## src/rtl/rc4_pkg.sv

```systemverilog
// Shared constants, state type and plaintext legality check for the RC4 key-search path.
package rc4_pkg;

    localparam int unsigned MSG_LEN_DEF = 32;
    localparam int unsigned KEY_W       = 24;
    localparam logic [21:0] KEY_MAX_DEF = 22'h3FFFFF;

    localparam logic [7:0] ASCII_LO = 8'h61;
    localparam logic [7:0] ASCII_HI = 8'h7A;
    localparam logic [7:0] ASCII_SP = 8'h20;

    typedef enum logic [2:0] {
        StIdle,
        StLaunch,
        StWait,
        StScan,
        StNext,
        StDoneOk,
        StDoneFail
    } ks_state_t;

    function automatic logic is_legal(input logic [7:0] b);
        return ((b >= ASCII_LO) && (b <= ASCII_HI)) || (b == ASCII_SP);
    endfunction

endpackage

```

## src/rtl/msg_scanner.sv

```systemverilog
// Walks the decrypted message RAM once per scan_go, checking each byte the cycle after its
// address is issued; reports scan_done/scan_ok on the first illegal byte or after the last one.
module msg_scanner
    import rc4_pkg::*;
#(
    parameter int unsigned MSG_LEN = MSG_LEN_DEF
) (
    input  logic       clk,
    input  logic       reset,
    input  logic       scan_go,
    input  logic [7:0] aOut,
    output logic [7:0] aAddr,
    output logic       scan_done,
    output logic       scan_ok
);

    localparam logic [7:0] LAST_IDX = 8'(MSG_LEN - 1);

    logic [7:0] idx_q, idx_d;
    logic       issue_q, issue_d;
    logic       chk_q, chk_d;
    logic       last_q, last_d;

    always_comb begin
        idx_d     = idx_q;
        issue_d   = issue_q;
        chk_d     = 1'b0;
        last_d    = last_q;
        scan_done = 1'b0;
        scan_ok   = 1'b0;

        if (issue_q) begin
            chk_d  = 1'b1;
            last_d = (idx_q == LAST_IDX);
            if (idx_q == LAST_IDX) begin
                issue_d = 1'b0;
            end else begin
                idx_d = idx_q + 8'd1;
            end
        end

        // aOut here is the byte for the address issued last cycle
        if (chk_q) begin
            if (!is_legal(aOut)) begin
                scan_done = 1'b1;
                issue_d   = 1'b0;
                chk_d     = 1'b0;
            end else if (last_q) begin
                scan_done = 1'b1;
                scan_ok   = 1'b1;
            end
        end

        if (scan_go) begin
            idx_d   = '0;
            issue_d = 1'b1;
            chk_d   = 1'b0;
            last_d  = 1'b0;
        end
    end

    always_ff @(posedge clk or negedge reset) begin
        if (!reset) begin
            idx_q   <= '0;
            issue_q <= 1'b0;
            chk_q   <= 1'b0;
            last_q  <= 1'b0;
        end else begin
            idx_q   <= idx_d;
            issue_q <= issue_d;
            chk_q   <= chk_d;
            last_q  <= last_d;
        end
    end

    assign aAddr = idx_q;

endmodule

```

## src/rtl/key_search.sv

```systemverilog
// Brute-force RC4 key-search controller: launches arcfour per candidate, scans the result.
// KEY_SEARCH_PROGRESS_EN makes key_disp follow the live candidate instead of the final result.
module key_search
    import rc4_pkg::*;
#(
    parameter int unsigned MSG_LEN = MSG_LEN_DEF,
    parameter logic [21:0] KEY_MAX = KEY_MAX_DEF
) (
    input  logic            clk,
    input  logic            reset,
    input  logic            start_sig,
    output logic            arc_start,
    input  logic            arc_finished,
    output logic [2:0][7:0] key,
    output logic [2:0][7:0] key_disp,
    output logic            a_own,
    output logic [7:0]      aAddr,
    input  logic [7:0]      aOut,
    output logic            busy,
    output logic            found,
    output logic            exhausted
);

    ks_state_t        state_q, state_d;
    logic [KEY_W-1:0] key_q, key_d;
    logic             arc_start_q, arc_start_d;
    logic             fin_q;
    logic             busy_q, busy_d;
    logic             found_q, found_d;
    logic             exh_q, exh_d;
    logic             fin_rise;
    logic             scan_go;
    logic             scan_done;
    logic             scan_ok;

    assign fin_rise = arc_finished & ~fin_q;
    assign scan_go  = (state_q == StWait) && fin_rise;

    msg_scanner #(
        .MSG_LEN (MSG_LEN)
    ) u_scanner (
        .clk       (clk),
        .reset     (reset),
        .scan_go   (scan_go),
        .aOut      (aOut),
        .aAddr     (aAddr),
        .scan_done (scan_done),
        .scan_ok   (scan_ok)
    );

    always_comb begin
        state_d     = state_q;
        key_d       = key_q;
        arc_start_d = 1'b0;
        busy_d      = busy_q;
        found_d     = found_q;
        exh_d       = exh_q;

        unique case (state_q)
            StIdle: begin
                if (start_sig) begin
                    key_d   = '0;
                    found_d = 1'b0;
                    exh_d   = 1'b0;
                    busy_d  = 1'b1;
                    state_d = StLaunch;
                end
            end
            StLaunch: begin
                arc_start_d = 1'b1;
                state_d     = StWait;
            end
            StWait: begin
                if (fin_rise) state_d = StScan;
            end
            StScan: begin
                if (scan_done) begin
                    if (scan_ok) begin
                        found_d = 1'b1;
                        busy_d  = 1'b0;
                        state_d = StDoneOk;
                    end else begin
                        state_d = StNext;
                    end
                end
            end
            StNext: begin
                if (key_q[21:0] == KEY_MAX) begin
                    exh_d   = 1'b1;
                    busy_d  = 1'b0;
                    state_d = StDoneFail;
                end else begin
                    key_d   = key_q + 24'd1;
                    state_d = StLaunch;
                end
            end
            StDoneOk, StDoneFail: begin
                state_d = StIdle;
            end
            default: begin
                state_d = StIdle;
            end
        endcase
    end

    always_ff @(posedge clk or negedge reset) begin
        if (!reset) begin
            state_q     <= StIdle;
            key_q       <= '0;
            arc_start_q <= 1'b0;
            fin_q       <= 1'b0;
            busy_q      <= 1'b0;
            found_q     <= 1'b0;
            exh_q       <= 1'b0;
        end else begin
            state_q     <= state_d;
            key_q       <= key_d;
            arc_start_q <= arc_start_d;
            fin_q       <= arc_finished;
            busy_q      <= busy_d;
            found_q     <= found_d;
            exh_q       <= exh_d;
        end
    end

    assign arc_start = arc_start_q;
    assign a_own     = (state_q == StScan);
    assign key       = key_q;
    assign busy      = busy_q;
    assign found     = found_q;
    assign exhausted = exh_q;

`ifdef KEY_SEARCH_PROGRESS_EN
    assign key_disp = key_q;
`else
    logic [KEY_W-1:0] disp_q;

    // Done states are only ever entered from SCAN/NEXT, so state_d marks the deciding cycle
    always_ff @(posedge clk or negedge reset) begin
        if (!reset) begin
            disp_q <= '0;
        end else if (state_d == StDoneOk || state_d == StDoneFail) begin
            disp_q <= key_q;
        end
    end

    assign key_disp = disp_q;
`endif

endmodule

```

## config.mk

```make
export PLATFORM = sky130hd
export DESIGN_NAME = key_search
export DESIGN_NICKNAME = d
export VERILOG_FILES = /design/src/rtl/rc4_pkg.sv /design/src/rtl/msg_scanner.sv /design/src/rtl/key_search.sv
export SDC_FILE = /design/constraint.sdc
export NUM_CORES = 1
export LEC_CHECK = 0
export BUFFER_PORTS_ARGS = -buffer_cell sky130_fd_sc_hd__buf_2
export CAP_MARGIN = 0
export CORE_AREA = 5 5 85 87
export DETAILED_ROUTE_END_ITERATION = 16
export DIE_AREA = 0 0 90 92
export PLACE_DENSITY_LB_ADDON = 0.2
export SYNTH_ARGS = -nofsm -noshare
export SYNTH_HDL_FRONTEND = slang
export SYNTH_SLANG_ARGS = --single-unit
```

## constraint.sdc

```tcl
create_clock -name clk -period 5.9 [get_ports clk]
set_input_delay 1.18 -clock clk [delete_from_list [all_inputs] [get_ports clk]]
set_output_delay 1.18 -clock clk [all_outputs]
set_load 0.005 [all_outputs]
```

# After elaboration in Yosys (flattened, before gate mapping)
# Index checks and enable logic that the tools add are counted.
# op_classes
add_sub_neg	2
n_lt_le_gt_ge	2
n_eq_ne	15
n_mux	40
bitwise_logic	2
reduce_logical	14
# op_table
cell	count
24-bit two-way mux	2
24-bit case mux with 2 select lines	1
1-bit two-way mux	26
24-bit by 1-bit adder with 24-bit output, second input constant	1
8-bit two-way mux	3
22-bit equality test, second input constant	1
3-bit case mux with 5 select lines	1
3-bit two-way mux	4
3-bit equality test, second input constant	3
8-bit by 1-bit adder with 8-bit output, second input constant	1
8-bit by 5-bit equality test with 1-bit output, second input constant	1
8-bit by 6-bit equality test with 1-bit output, second input constant	1
8-bit by 7-bit >= comparator with 1-bit output, second input constant	1
8-bit by 7-bit <= comparator with 1-bit output, second input constant	1
2-bit inequality test, second input constant	4
3-bit by 2-bit equality test with 1-bit output, second input constant	2
3-bit AND reduction	2
2-bit nonzero test	3
5-bit AND reduction	1
2-bit by 1-bit inequality test with 1-bit output, second input constant	2
1-bit case mux with 2 select lines	2
4-bit AND reduction	1
3-bit by 1-bit equality test with 1-bit output, second input constant	1
3-bit zero test	1
7 further kinds	9
# word_totals
register_bits	67
inputBits	12
out_inout_bits	61
elab_cells	87

# Longest topological paths before layout
# depth
depth_word	10
ltp_mapped	8
depth_no_buf	7

# Cells and area by module
# Synthesis repeated with hierarchy kept, for this count alone.
# unflattened
cells_unflattened	287
area_unflattened_um2	3294.4
# modules_own_cells
module	n_inst	cells_each	area_each_um2	seq_area_each_um2
key_search	1	222	2630.0	1401.3
msg_scanner	1	65	664.4	275.3

# Worst setup path before layout
# Ideal clock, no wire load.
# synth_timing
kind	input port to flip-flop
startpoint	in aOut[4]
endpoint	reg disp_q[10], in the netlist key_disp[10]
setup_time_ns	0.125
t_arrival_ns	2.728
required_ns	5.775
path_slack_ns	3.047
cell_stages	7
cell_sequence	nor3_1 -> nand3_1 -> a41o_1 -> a21boi_0 -> o2bb2ai_2 -> buf_6 -> mux2_4
# synth_via
elab_chain_len	10
elab_cells_between_ends	15
# synth_rtl
element	line	source
start, declared	key_search.sv:18	input logic [7:0] aOut,
8-bit by 7-bit >= comparator with 1-bit output or 8-bit by 7-bit <= comparator with 1-bit output (tied branches)	rc4_pkg.sv:23	return ((b >= ASCII_LO) && (b <= ASCII_HI)) || (b == ASCII_SP);
1-bit logical AND	rc4_pkg.sv:23	
1-bit logical OR (*)	rc4_pkg.sv:23	
1-bit two-way mux	msg_scanner.sv:44	if (!is_legal(aOut)) begin
1-bit two-way mux	msg_scanner.sv:43	if (chk_q) begin
1-bit two-way mux	key_search.sv:78	if (scan_ok) begin
3-bit two-way mux (*)	key_search.sv:77	if (scan_done) begin
3-bit case mux with 5 select lines (*)	key_search.sv:59	unique case (state_q)
3-bit equality test	key_search.sv:142	end else if (state_d == StDoneOk || state_d == StDoneFail) begin
1-bit logical OR (*)	key_search.sv:142	
end signal, assigned	key_search.sv:143	disp_q <= key_q;
end, declared	key_search.sv:136	logic [KEY_W-1:0] disp_q;
# Mark *: on every way between the ends. The rest lies on a longest branch, timed or not.
# A chain may end at the register's enable or synchronous reset.

# Worst setup path after layout
# layout_timing
startpoint	in aOut[1]
endpoint	reg disp_q[8], in the netlist key_disp[8]
# The elaborated chain is that of the path after synthesis.

==> out/qor.yml <==
cts_hold_buf: 0
vias_per_cell: 5.273
seq_area_mm2: 0.001677
arrival_ns: 3.22
synthArstFlopShare_pct: 100.0
netlist_area_mm2: 0.003118
dieArea_mm2: 0.008280
p_sw_mw: 0.4443
io_buffers: 72
critPathKind: "in2reg"
synth_edf_count: 0
synth_ff_type: "dfrtp_1"
rsz0062_at_grt: "no"
synthMostInstantiatedCell: "dfrtp_1"
post-route-min-period_ns: 2.989
diodes: 0
synth.distinct_cells: 45
p_int_mw: 1.001
multiInputGateArea_mm2: 0.001390
grt_pass1_vias: 2221
row_count: 29
cts_buffers: 9
slew_headroom_pct: 34.11
start_util_pct: 49.67
wire_per_inst_um: 14.99
fin_crit_sh_pct: 50.66
wl_mm: 6.429
ys_seq_elements: 67
post_cts_resize_count: 0
synth_fa_ha_area_share_pct: 0.8026
rr_worst_depth: 7
synthSimpleGateAreaFrac_pct: 18.26
muxShareOfSynthArea_pct: 11.28
die_w_um: 90
io_pins: 73
grt_max_degree: 68
overflow: 0
vias: 2262
gr-usage-all-layers_pct: 15.79
max_clock_freq_mhz: 334.6
synthXorXnorAreaFrac_pct: 6.180
skew_ns: 0.007437
first_iter_violations: 115
postCtsSetupBuffers: 0
yosysSeqAreaShare_pct: 53.77
worstSetupStartpointType: "input port"
swShare_pct: 30.73
grt_pass1_wl_mm: 10.74
crit_required_ns: 6.13
synthCells: 270
avgSynthCellArea_um2: 11.55
fin_cells: 429
vdd_drop_max_mv: 0.2513
slew_violations: 0
synth_top_area_cell: "dfrtp_1"
fin_nets: 361
critPathMaxFanout: 25
yosys-top-cells-count: "dfrtp_1, nor2_1, mux2_4, nand2_1, xor2_1"
hold_class: "reg2reg"
drive_gt1_share_pct: 33.81
hold_viol_final: 0
fillers: 552
p_per_area_mw_per_mm2: 381.4
firstDrtPassIters: 4
tns_ns: 0
power.leakage_nw: 1.990
clock-sinks: 67
place_congestion: 0.7511
die_y_um: 92
htree_levels: 3
path_clk_slew_ns: 0.08
ys_top_cells_by_area: "dfrtp_1, mux2_4, xor2_1"
core_area_mm2: 0.006277
tightest_slew_ns: 0.9817
hold_depth: 1
root_buffer: "clkbuf_8"
synth_top_area_share_pct: 53.77
synth_nets: 284
area_growth_pct: 21.59
drc: 0
clkPwrFrac_pct: 29.5
ant_nets: 0
yosys_warnings: 0
p_seq_share_pct: 45.8
placed_cells: 413
cts_buffer_depth: 2
cts_tree: "done"
finalSetupViolCount: 0
antenna_found_initial: 0
hpwlAfterDp_mm: 4.495
synth_compound_area_share_pct: 7.384
synth_top_family_by_area: "simple AND/OR/NAND/NOR gates"
endpoint_kind: "flip-flop"
hold_ws_ns: 0.4784
worstSkewPairLatency_ns: 0.34
comb_power_share_pct: 24.7
status: "finished, final reports clean"
maxCapViolations: 0
sequential cells by signal (all words and copies together) (netlist names), 3 cells and up:
signal	cells
key	24
key_disp	24
u_scanner.aAddr	8
state_q	3
cell usage in the layout (no fill, tap or decap), types with 2 or more instances in the layout:
cell and instances:
a21o_1 2, a21oi_1 8, and2_1 4, and3_1 3
and3b_1 2, and4_1 2, buf_2 72, buf_4 2
bufinv_16 2, clkbuf_8 10, clkinvlp_4 2, dfrtp_1 67
ha_1 2, inv_1 7, mux2_2 5, mux2_4 19
nand2_1 16, nand2b_1 2, nand3_1 10, nand4_1 8
nor2_1 31, nor2b_1 3, nor3_1 7, nor4_1 2
nor4b_4 2, o2111ai_1 2, o211a_1 2, o21ai_0 10
o21bai_1 2, or3_1 8, xnor2_1 8, xor2_1 14
critical path, cell delays in order:
cell       delay (ns)
buf_2            0.11
a21oi_1          0.16
o211a_1          0.19
nand4_1          0.10
o211a_1          0.28
o2bb2ai_4        0.77
mux2_2           0.41
cell type report:
class / instances / share of cell area, %
timing repair buffer: 74 / 9.901
tap: 77 / 2.541
clock buffer: 10 / 3.630
inverter: 7 / 0.6931
sequential: 67 / 44.22
multi-input combinational: 188 / 36.67
clock inverter: 6 / 2.343
worst paths after layout:
kind,from,end,slack [ns]
hold / removal,busy,busy,0.48
max in group asynchronous,reset,key[3],4.33
min in group asynchronous,reset,key_disp[7],1.00
hold reg to reg,busy,busy,0.48
setup reg to reg,key[0],key[11],3.26
setup / recovery,aOut[1],key_disp[8],2.91
per-layer routing:
layer | track usage, % | wire (um) | vias up
li1 | - | - | 1110
met1 | 20.77 | 3060 | 1091
met2 | 24.51 | 2895 | 52
met3 | 3.764 | 339 | 9
met4 | 7.816 | 133 | 0
met5 | 0 | 0 | -
cells by family after synthesis:
group / count (synthesis)
compound gates: 34
xor+xnor: 22
fa+ha+maj: 2
buf+inv: 15
flops: 67
mux: 25
simple gates: 105
through the flow:
| stage | area [um2] | setup slack, ns | power [mW] | util [%] |
|---|---|---|---|---|
| after CTS | 3791 | 2.881 | 1.465 | 60.39 |
| after detailed placement | 3565 | 2.511 | 1.032 | 56.79 |
| after global routing | 3791 | 2.792 | 1.535 | 60.39 |
| after global placement | 3565 | 2.602 | 1.022 | 56.79 |
| final | 3791 | 2.911 | 1.446 | 60.39 |
| after floorplan | 3118 | 3.047 | 0.8719 | - |
power groups by stage:
| stage | Clock, mW | Combinational, mW | Sequential (mW) |
|---|---|---|---|
| after CTS | 0.438 | 0.364 | 0.663 |
| after global placement | 0 | 0.357 | 0.666 |
| after global routing | 0.455 | 0.399 | 0.681 |
| after floorplan | 0 | 0.215 | 0.657 |
| after detailed placement | 0 | 0.363 | 0.669 |
| final | 0.427 | 0.357 | 0.662 |
Note: power is estimated with default switching activity, not from simulation.
